## src/rtl/twiddle_pkg.sv

```systemverilog
// Shared types and table builder for the radix-2 FFT twiddle sequencer.
// The quarter-wave cosine table is computed at elaboration from N_LOG2/FRAC_W.
package twiddle_pkg;

  typedef enum logic [1:0] {
    ST_IDLE  = 2'd0,
    ST_RUN   = 2'd1,
    ST_DRAIN = 2'd2
  } tw_state_e;

  // Known-good table for N_LOG2=5, FRAC_W=8 (entries m = 0..8).
  localparam int REF_N_LOG2 = 5;
  localparam int REF_FRAC_W = 8;
  localparam logic [15:0] REF_Q5 [0:8] = '{
    16'h0100, 16'h00FB, 16'h00ED, 16'h00D5, 16'h00B5,
    16'h008E, 16'h0062, 16'h0032, 16'h0000
  };

  // round(2^frac_w * cos(2*pi*m / 2^n_log2)) for 0 <= m <= N/4; Taylor series keeps it tool-neutral.
  function automatic int q_value(input int n_log2, input int frac_w, input int m);
    real pi;
    real x;
    real term;
    real sum;
    real scale;
    pi    = 3.14159265358979323846;
    x     = 2.0 * pi * real'(m) / real'(1 << n_log2);
    term  = 1.0;
    sum   = 1.0;
    for (int i = 1; i <= 12; i++) begin
      term = -term * x * x / real'((2 * i - 1) * (2 * i));
      sum  = sum + term;
    end
    scale = real'(1 << frac_w);
    // Non-negative over the quarter wave, so +0.5 then truncate is round-to-nearest.
    return $rtoi(sum * scale + 0.5);
  endfunction

endpackage

```

## src/rtl/twiddle_gen_if.sv

```systemverilog
// Twiddle output stream: valid/ready handshake carrying one complex twiddle per beat.
interface twiddle_gen_if #(
  parameter int DATA_W = 16
);
  logic              out_valid;
  logic              out_ready;
  logic [DATA_W-1:0] tw_re;
  logic [DATA_W-1:0] tw_im;
  logic              last;

  modport master (
    output out_valid,
    output tw_re,
    output tw_im,
    output last,
    input  out_ready
  );

  modport slave (
    input  out_valid,
    input  tw_re,
    input  tw_im,
    input  last,
    output out_ready
  );
endinterface

```

## src/rtl/twiddle_quarter_rom.sv

```systemverilog
// Quarter-wave cosine table with two synchronous read ports (Q[m] and Q[N/4-m]).
module twiddle_quarter_rom
  import twiddle_pkg::*;
#(
  parameter int N_LOG2 = 5,
  parameter int DATA_W = 16,
  parameter int FRAC_W = 8
) (
  input  logic                clk,
  input  logic                rd_en,
  input  logic [N_LOG2-2:0]   addr_a,
  input  logic [N_LOG2-2:0]   addr_b,
  output logic [DATA_W-1:0]   q_a,
  output logic [DATA_W-1:0]   q_b
);
  localparam int DEPTH = (1 << (N_LOG2 - 2)) + 1;

  logic [DATA_W-1:0] rom_mem [0:DEPTH-1];

  generate
    for (genvar gi = 0; gi < DEPTH; gi++) begin : g_entry
      assign rom_mem[gi] = DATA_W'(q_value(N_LOG2, FRAC_W, gi));
    end
  endgenerate

  always_ff @(posedge clk) begin
    if (rd_en) begin
      q_a <= rom_mem[addr_a];
      q_b <= rom_mem[addr_b];
    end
  end
endmodule

```

## src/rtl/twiddle_gen.sv

```systemverilog
// Streams the N/2 twiddles of one radix-2 FFT stage in butterfly order.
// Pipe: index register -> table read register -> sign/select output register.
module twiddle_gen
  import twiddle_pkg::*;
#(
  parameter int N_LOG2 = 5,
  parameter int DATA_W = 16,
  parameter int FRAC_W = 8
) (
  input  logic                        clk,
  input  logic                        rst_n,
  input  logic                        start,
  input  logic [$clog2(N_LOG2)-1:0]   stage,
  output logic                        busy,
  output logic                        err,
  twiddle_gen_if.master               tw
);
  localparam int AW = N_LOG2 - 1;
  localparam int MW = N_LOG2 - 2;
  localparam int SW = $clog2(N_LOG2);
  localparam logic [AW-1:0] QUARTER   = AW'(1 << MW);
  localparam logic [SW:0]   STAGE_LIM = (SW + 1)'(N_LOG2);

  tw_state_e         state_reg;
  logic [SW-1:0]     stage_reg;
  logic [AW-1:0]     j_reg;
  logic [AW-1:0]     grp_reg;
  logic              busy_reg;
  logic              err_reg;

  logic              v0_reg;
  logic              last0_reg;
  logic [AW-1:0]     k_reg;
  logic              v1_reg;
  logic              last1_reg;
  logic              quad1_reg;
  logic              out_valid_reg;
  logic              last_reg;
  logic [DATA_W-1:0] re_reg;
  logic [DATA_W-1:0] im_reg;

  logic [AW-1:0]     j_max;
  logic [AW-1:0]     grp_max;
  logic [SW-1:0]     shamt;
  logic [AW-1:0]     k_cur;
  logic [AW-1:0]     m_a;
  logic [AW-1:0]     m_b;
  logic [DATA_W-1:0] q_a;
  logic [DATA_W-1:0] q_b;
  logic [DATA_W-1:0] re_next;
  logic [DATA_W-1:0] im_next;
  logic              adv;
  logic              running;
  logic              final_idx;
  logic              done_hs;
  logic              stage_ok;

  // Stage s: 2^s twiddles per group with stride 2^(N_LOG2-1-s), 2^(N_LOG2-1-s) groups.
  assign shamt     = SW'(AW) - stage_reg;
  assign j_max     = AW'((32'd1 << stage_reg) - 32'd1);
  assign grp_max   = AW'((32'd1 << shamt) - 32'd1);
  assign k_cur     = j_reg << shamt;
  assign final_idx = (j_reg == j_max) && (grp_reg == grp_max);

  assign adv       = !(out_valid_reg && !tw.out_ready);
  assign running   = (state_reg == ST_RUN);
  assign done_hs   = out_valid_reg && tw.out_ready && last_reg;
  assign stage_ok  = ({1'b0, stage} < STAGE_LIM);

  always_ff @(posedge clk) begin
    if (!rst_n) begin
      state_reg <= ST_IDLE;
      stage_reg <= '0;
      j_reg     <= '0;
      grp_reg   <= '0;
      busy_reg  <= 1'b0;
      err_reg   <= 1'b0;
    end else begin
      err_reg <= 1'b0;
      case (state_reg)
        ST_IDLE: begin
          if (start) begin
            if (stage_ok) begin
              state_reg <= ST_RUN;
              stage_reg <= stage;
              j_reg     <= '0;
              grp_reg   <= '0;
              busy_reg  <= 1'b1;
            end else begin
              err_reg <= 1'b1;
            end
          end
        end
        ST_RUN: begin
          if (adv) begin
            if (final_idx) begin
              state_reg <= ST_DRAIN;
            end else if (j_reg == j_max) begin
              j_reg   <= '0;
              grp_reg <= grp_reg + 1'b1;
            end else begin
              j_reg <= j_reg + 1'b1;
            end
          end
        end
        ST_DRAIN: begin
          // The edge that retires the last twiddle may also accept the next start.
          if (done_hs) begin
            if (start && stage_ok) begin
              state_reg <= ST_RUN;
              stage_reg <= stage;
              j_reg     <= '0;
              grp_reg   <= '0;
            end else begin
              state_reg <= ST_IDLE;
              busy_reg  <= 1'b0;
              err_reg   <= start;
            end
          end
        end
        default: begin
          state_reg <= ST_IDLE;
          busy_reg  <= 1'b0;
        end
      endcase
    end
  end

  // Both halves of the wave use Q[m] and Q[N/4-m]; only the sign/swap differs.
  assign m_a = {1'b0, k_reg[MW-1:0]};
  assign m_b = QUARTER - m_a;

  twiddle_quarter_rom #(
    .N_LOG2 (N_LOG2),
    .DATA_W (DATA_W),
    .FRAC_W (FRAC_W)
  ) u_rom (
    .clk    (clk),
    .rd_en  (adv),
    .addr_a (m_a),
    .addr_b (m_b),
    .q_a    (q_a),
    .q_b    (q_b)
  );

  always_comb begin
    re_next = '0;
    im_next = '0;
    if (v1_reg) begin
      if (quad1_reg) begin
        re_next = -q_b;
        im_next = -q_a;
      end else begin
        re_next = q_a;
        im_next = -q_b;
      end
    end
  end

  always_ff @(posedge clk) begin
    if (!rst_n) begin
      v0_reg        <= 1'b0;
      last0_reg     <= 1'b0;
      k_reg         <= '0;
      v1_reg        <= 1'b0;
      last1_reg     <= 1'b0;
      quad1_reg     <= 1'b0;
      out_valid_reg <= 1'b0;
      last_reg      <= 1'b0;
      re_reg        <= '0;
      im_reg        <= '0;
    end else if (adv) begin
      v0_reg        <= running;
      last0_reg     <= running && final_idx;
      k_reg         <= k_cur;
      v1_reg        <= v0_reg;
      last1_reg     <= v0_reg && last0_reg;
      quad1_reg     <= k_reg[MW];
      out_valid_reg <= v1_reg;
      last_reg      <= v1_reg && last1_reg;
      re_reg        <= re_next;
      im_reg        <= im_next;
    end
  end

  assign busy         = busy_reg;
  assign err          = err_reg;
  assign tw.out_valid = out_valid_reg;
  assign tw.last      = last_reg;
  assign tw.tw_re     = re_reg;
  assign tw.tw_im     = im_reg;
endmodule
```

## src/flat_wrapper.sv

```systemverilog
// flat-port wrapper written by rule: the top's interface ports become plain ports
module twiddle_gen_flat import twiddle_pkg::*;
#(
  parameter int N_LOG2 = 5,
  parameter int DATA_W = 16,
  parameter int FRAC_W = 8
)
  (clk, rst_n, start, stage, busy, err, tw_out_valid, tw_tw_re, tw_tw_im, tw_last, tw_out_ready);
  twiddle_gen_if #(.DATA_W(DATA_W)) tw_i ();
  input  logic clk;
  input  logic rst_n;
  input  logic start;
  input  logic [$clog2(N_LOG2)-1:0] stage;
  output logic busy;
  output logic err;
  output wire logic [$bits(tw_i.out_valid)-1:0] tw_out_valid;
  output wire logic [$bits(tw_i.tw_re)-1:0] tw_tw_re;
  output wire logic [$bits(tw_i.tw_im)-1:0] tw_tw_im;
  output wire logic [$bits(tw_i.last)-1:0] tw_last;
  input wire logic [$bits(tw_i.out_ready)-1:0] tw_out_ready;
  assign tw_out_valid = tw_i.out_valid;
  assign tw_tw_re = tw_i.tw_re;
  assign tw_tw_im = tw_i.tw_im;
  assign tw_last = tw_i.last;
  assign tw_i.out_ready = tw_out_ready;
  twiddle_gen #(.N_LOG2(N_LOG2), .DATA_W(DATA_W), .FRAC_W(FRAC_W)) u_core (.clk(clk), .rst_n(rst_n), .start(start), .stage(stage), .busy(busy), .err(err), .tw(tw_i));
endmodule
```

## config.mk

```make
export PLATFORM = sky130hd
export DESIGN_NAME = twiddle_gen_flat
export DESIGN_NICKNAME = d
export VERILOG_FILES = /design/src/rtl/twiddle_pkg.sv /design/src/rtl/twiddle_gen_if.sv /design/src/rtl/twiddle_quarter_rom.sv /design/src/rtl/twiddle_gen.sv /design/src/flat_wrapper.sv
export SDC_FILE = /design/constraint.sdc
export NUM_CORES = 1
export LEC_CHECK = 0
export BUFFER_PORTS_ARGS = -buffer_cell sky130_fd_sc_hd__buf_2
export CORE_ASPECT_RATIO = 1.75
export CORE_MARGIN = 2
export CORE_UTILIZATION = 45
export DETAILED_ROUTE_END_ITERATION = 6
export GPL_ROUTABILITY_DRIVEN = 0
export GPL_TIMING_DRIVEN = 1
export PLACE_DENSITY_LB_ADDON = 0.12
export RECOVER_POWER = 50
export SLEW_MARGIN = 5
export SYNTH_ARGS = -nofsm -noshare
export SYNTH_HDL_FRONTEND = slang
export SYNTH_SLANG_ARGS = --single-unit
```

## constraint.sdc

```tcl
create_clock -name clk -period 5.5 [get_ports clk]
set_input_delay 0.275 -clock clk [delete_from_list [all_inputs] [get_ports clk]]
set_output_delay 0.275 -clock clk [all_outputs]
set_load 0.03 [all_outputs]
```

=== Yosys cells after proc, flatten, opt, wreduce, memory -nomap -nowiden ===
Memories as Yosys holds them, arrays and structs flattened. A register that Yosys moved wholly into a read port is not among the register bits.
Index checks and enable logic that the tools add are counted.
Widths: inputs -> output; s select.

* Output and inout port bits: 36
* Memories: 2
* Register bits after elaboration: 58
* ROM bits: 512

{| class="wikitable"
|+ Memory list
! memory !! depth !! bits a word !! read ports !! clocked after memory_dff !! write ports !! RTL line !! RTL
|-
| (no name shown) || 16 || 16 || 1 || 1 || 0 || twiddle_quarter_rom.sv:29 || <nowiki>q_b <= rom_mem[addr_b];</nowiki>
|-
| (no name shown) || 16 || 16 || 1 || 1 || 0 || twiddle_quarter_rom.sv:28 || <nowiki>q_a <= rom_mem[addr_a];</nowiki>
|}

* Eq/ne operators: 13
* Shift operators: 3
* Reductions and logical operators: 19
* Add/sub/neg operators: 8
* Order comparisons: 1
* Bitwise logic cells: 3
* Multiplexer cells: 38

{| class="wikitable"
|+ Operators by type and width
! cell !! number
|-
| $mux 16 || 4
|-
| $mux 4 || 10
|-
| $neg 16->16 || 2
|-
| $pmux 4 s3 || 2
|-
| $reduce_and 5->1 || 3
|-
| $mux 3 || 4
|-
| $ne 2x2->1 const B || 6
|-
| $mux 2 || 5
|-
| $mux 1 || 9
|-
| $add 4x1->4 const B || 2
|-
| $eq 4x4->1 || 2
|-
| $logic_and 1x1->1 || 8
|-
| $reduce_and 8->1 || 1
|-
| $shl 1x3->4 const A || 2
|-
| $sub 4x1->4 const B || 2
|-
| $reduce_and 7->1 || 1
|-
| $ne 2x1->1 const B || 3
|-
| $pmux 2 s3 || 1
|-
| $pmux 3 s2 || 1
|-
| $not 3->5 || 1
|-
| $not 4->5 || 1
|-
| $shl 4x3->4 || 1
|-
| $sub 4x3->4 const A || 1
|-
| $logic_not 1->1 || 3
|-
| other kinds (10) || 10
|}

=== Depth between registers and ports, before layout ===
* Depth in word-level cells: 8
* Gate-level depth with buffers: 12

=== By module ===
A second synthesis with hierarchy kept.

* Cells, all modules: 499
* Area total of the unflattened synthesis: 4,424.2 um^2

{| class="wikitable"
|+ By module, submodules not included
! module !! instances !! cells an instance !! area each (um^2)
|-
| twiddle_gen || 1 || 411 || 3,323.2
|-
| twiddle_quarter_rom || 1 || 88 || 1,101.1
|}

=== Least setup slack after synthesis ===
Ideal clock, no wire load.

* Path type: register to register
* Start: register u_core.stage_reg[0]
* End: register u_core.j_reg[3]
* Arrival time: 2,636 ps
* Period minus slack after synthesis: 2,771 ps
* Stages on the path, launching flop included: 12
* Slack: 2,729 ps
* Path through: dfxtp_1 -> inv_1 -> ha_1 -> ha_1 -> nand2_1 -> ha_1 -> xnor2_1 -> xnor2_1 -> o2111ai_2 -> a2111oi_4 -> or4_1 -> a21oi_1

* Word-level cells in the longest chain between the ends: 7
* Elaborated cells between the ends (all ways): 14
* Classes of those cells: 3 x add/sub; 3 x eq/ne; 2 x shift; 4 x mux; 2 x reduce/logical

{| class="wikitable"
|+ Ends and longest elaborated chain
! element !! RTL line !! RTL
|-
| start: declaration || twiddle_gen.sv:25 || <nowiki>logic [SW-1:0] stage_reg;</nowiki>
|-
| start signal: assignment || twiddle_gen.sv:85 || <nowiki>stage_reg <= stage;</nowiki>
|-
| start signal: assignment || twiddle_gen.sv:111 || <nowiki>stage_reg <= stage;</nowiki>
|-
| $sub 3x3->3 / $shl 1x3->4 (equally long branches) || twiddle_gen.sv:59, twiddle_gen.sv:60 ||
|-
| $shl 1x3->4 / $sub 4x1->4 (equally long branches) || twiddle_gen.sv:61, twiddle_gen.sv:60 ||
|-
| $sub 4x1->4 / $eq 4x4->1 (equally long branches) || twiddle_gen.sv:61, twiddle_gen.sv:63, twiddle_gen.sv:98 ||
|-
| $eq 4x4->1 / $mux 4 (equally long branches) || twiddle_gen.sv:63, twiddle_gen.sv:98 ||
|-
| $logic_and 1x1->1 / $mux 4 (equally long branches) || twiddle_gen.sv:63, twiddle_gen.sv:96 ||
|-
| $ne 2x2->1 (no source line) / $mux 4 (equally long branches) || - ||
|-
| $reduce_and 7->1 (no source line) / $pmux 4 s3 (equally long branches) || - ||
|-
| end signal: assignment || twiddle_gen.sv:102 || <nowiki>j_reg <= j_reg + 1'b1;</nowiki>
|-
| end: declaration || twiddle_gen.sv:26 || <nowiki>logic [AW-1:0] j_reg;</nowiki>
|}

Several ways; a longest one is shown, not always the timed one. The select of a mux whose other input is x is not followed.
A chain may end at the register's enable or synchronous reset.

=== Worst setup path in the final report ===
* Start: register u_core.out_valid_reg (netlist: u_core.tw.out_valid)
* End: register u_core.im_reg[4] (netlist: u_core.tw.tw_im[4])

* Word-level cells in the longest chain between the ends: 1

{| class="wikitable"
|+ Ends and longest elaborated chain
! element !! RTL line !! RTL
|-
| start: declaration || twiddle_gen.sv:37 || <nowiki>logic out_valid_reg;</nowiki>
|-
| start signal: assignment || twiddle_gen.sv:179 || <nowiki>out_valid_reg <= v1_reg;</nowiki>
|-
| $logic_and 1x1->1 || twiddle_gen.sv:65 || <nowiki>assign adv = !(out_valid_reg && !tw.out_ready);</nowiki>
|-
| end signal: assignment || twiddle_gen.sv:182 || <nowiki>im_reg <= im_next;</nowiki>
|-
| end: declaration || twiddle_gen.sv:40 || <nowiki>logic [DATA_W-1:0] im_reg;</nowiki>
|}

No other way between the ends.

==> out/qor.yml <==
synth_top_area_share_pct: 30.2
fp.dieArea_sq_mm: 0.00933
crit_chain: "nor2b_1 -> buf_4 -> inv_1 -> and2_1 -> nor2b_1 -> a22oi_1 -> a21oi_1"
clk_latency_ns: 0.34
drt_iter0_markers: 151
outcome: "finished, violations left"
cp-end-kind: "register"
coreArea_sq_mm: 0.00831
fin_ws_ns: 2.29
grt_pass1_wl_um: 14600
crit_arrival_ns: 3.46
ys_ff_latch: 76
cts_resized: 0
portBuffers: 42
avgRoutedWirePerCell_um: 15.3
synth_area_sq_mm: 0.00384
wirelength_um: 9020
post-route-min-period_ns: 3.21
max_freq_ghz: 0.312
die_y_um: 126
yosysTopAreaCell: "dfxtp_1"
initial_core_util_pct: 46.3
maxSlewViolCount: 39
remaining_drc_errors: 0
p_leak_uw: 0.00163
syn-instance-count: 433
clock_sinks: 76
maxCapViolCount: 1
htreeDepth: 3
ir_worst_vdd_uv: 164
syn_to_final_growth_pct: 14.4
min_path_cells: 3
ys.warnings.count: 0
cts_tree: "yes"
synth_edf_count: 18
viasPerCell: 5.44
cp_max_fo: 46
antenna_found_initial: 0
grt.total_usage_pct: 20.6
startpoint_type: "register"
rsz0062_at_grt: "no"
violations: "capacitance limit, slew limit"
fin_skew_ns: 0.00535
dp_hpwl_um: 6670
ys.flop_type: "dfxtp_1"
cts_buffer_depth: 2
cp_slowest_stage_delay_ns: 0.81
p_per_area_mw_per_mm2: 309
syn-num-nets: 460
dp_slack_ns: 2.40
setup_tns_ns: 0
maxSlewHeadroom_pct: -5.49
layout-drive-gt1-share_pct: 7.82
grt-ovfl-total: 0
cp_data_required_time_ns: 5.76
drt-pass1-iter-count: 4
synthArstFlopShare_pct: 0
grt_start_max_net_pins: 47
cts_buffers: 9
worstSetupPathDepth: 7
postCtsHoldBufs: 0
r2r_slack_ns: 2.29
synthTopCellsByArea: "dfxtp_1 30%, edfxtp_1 14%, a21oi_1 6.8%"
vias: 3200
seq_area_frac_synth_pct: 44.3
clk_pin_slew_ns: 0.06
hold_path_class: "in2reg"
grt_pass1_vias: 3159
tightest_slew_ns: 1.58
ant_nets: 0
setup_violations: 0
hold_viol: 0
fin_crit_sh_pct: 58.3
cts_root_buf: "clkbuf_16"
boundaryPins: 43
ys_types: 60
synth.avg_cell_area_sq_um: 8.88
die_w_um: 73.9
antenna_cells: 0
row_count: 44
critPathSlowestCell: "inv_1"
cp_top_family: "simple AND/OR/NAND/NOR gates"
cts_setup_buffers: 0
crit_top_cell: "nor2b_1"
rr_worst_depth: 7
fillers: 789
final_nets: 495
crit_buf_inv: 2
critPathKind: "reg2reg"
final timing paths:
path	end	from
max	u_core.tw.tw_im[4]	u_core.tw.out_valid
min	u_core.stage_reg[2]	stage[2]
max reg2reg	u_core.tw.tw_im[4]	u_core.tw.out_valid
min reg2reg	u_core.tw.tw_im[5]	u_core.tw.tw_im[5]
report_power, final:
part | internal (uW) | switching, uW
Sequential | 582 | 14.3
Combinational | 54.3 | 89.5
Clock | 377 | 240
per-stage QoR:
step	total power [uW]	utilization, %	cell area, sq um	std cells	hold WS [ns]
3_5_place_dp	753	49.7	4130	572	0.441
2_1_floorplan	722	-	3840	433	0.393
6_report	1360	52.9	4400	588	0.174
4_1_cts	1370	53.6	4460	588	0.169
5_1_grt	1410	52.9	4400	588	0.195
3_3_place_gp	751	49.7	4130	572	0.437
logic make-up after synthesis:
group,after synthesis,share of synthesized area (%)
and+or+nand+nor,155,19.0
buffers and inverters,39,4.13
xor gates and xnor gates,21,4.78
AOI/OAI and AO/OA,115,19.4
adders and majority gates,20,6.51
DFF,76,44.3
muxes,7,1.98
final cells by class:
| class | instances | area [sq um] | share of cell area, % |
|---|---|---|---|
| clock buffers | 12 | 289 | 6.57 |
| clock inverters | 4 | 32.5 | 0.740 |
| inverters | 19 | 71.3 | 1.62 |
| multi-input cells | 318 | 1980 | 45.1 |
| flip-flops and latches | 76 | 1700 | 38.7 |
| well taps | 115 | 144 | 3.27 |
| repair buffers | 44 | 175 | 3.98 |
cells in the final DEF (no fill, tap or decap), types with 3 or more instances in the layout:
master,count
nand2_1,66
dfxtp_1,58
a21oi_1,52
clkbuf_1,38
nor2_1,37
ha_1,20
inv_1,18
edfxtp_1,18
xnor2_1,14
o21ai_0,12
clkbuf_16,11
nand3_1,10
a22oi_1,10
nor2b_1,7
xor2_1,7
a222oi_1,6
o31ai_1,5
mux2_2,5
buf_2,5
nor3_1,4
o21ai_1,4
or3_1,4
nor4_1,3
a31oi_1,3
o22ai_1,3
nand3b_1,3
or4_1,3
cells in the mapped netlist, types with 3 or more instances:
master / count
nand2_1: 66
dfxtp_1: 58
a21oi_1: 52
nor2_1: 37
ha_1: 20
edfxtp_1: 18
clkbuf_1: 17
inv_1: 17
xnor2_1: 14
o21ai_0: 12
a22oi_1: 10
nand3_1: 10
nor2b_1: 7
xor2_1: 7
a222oi_1: 6
mux2_2: 5
o31ai_1: 5
nor3_1: 4
o21ai_1: 4
or3_1: 4
a31oi_1: 3
nand3b_1: 3
nor4_1: 3
o22ai_1: 3
or4_1: 3
routing by layer:
metal  up-vias  part of all wire, %  GRT usage [%]
met1      1493                   37           19.7
li1       1619                    -              -
met4         0                  3.9           12.2
met3        26                  2.9           4.56
met5         -                    0              0
met2        62                   57           38.0
worst register-to-register path, cell delays in order (launching register included):
cell and delay [ns]:
dfxtp_1 0.32, nor2b_1 0.13, buf_4 0.27, inv_1 0.82, and2_1 0.53, nor2b_1 0.65
a22oi_1 0.22, a21oi_1 0.18
No activity file was read; power rests on OpenSTA's default activity.
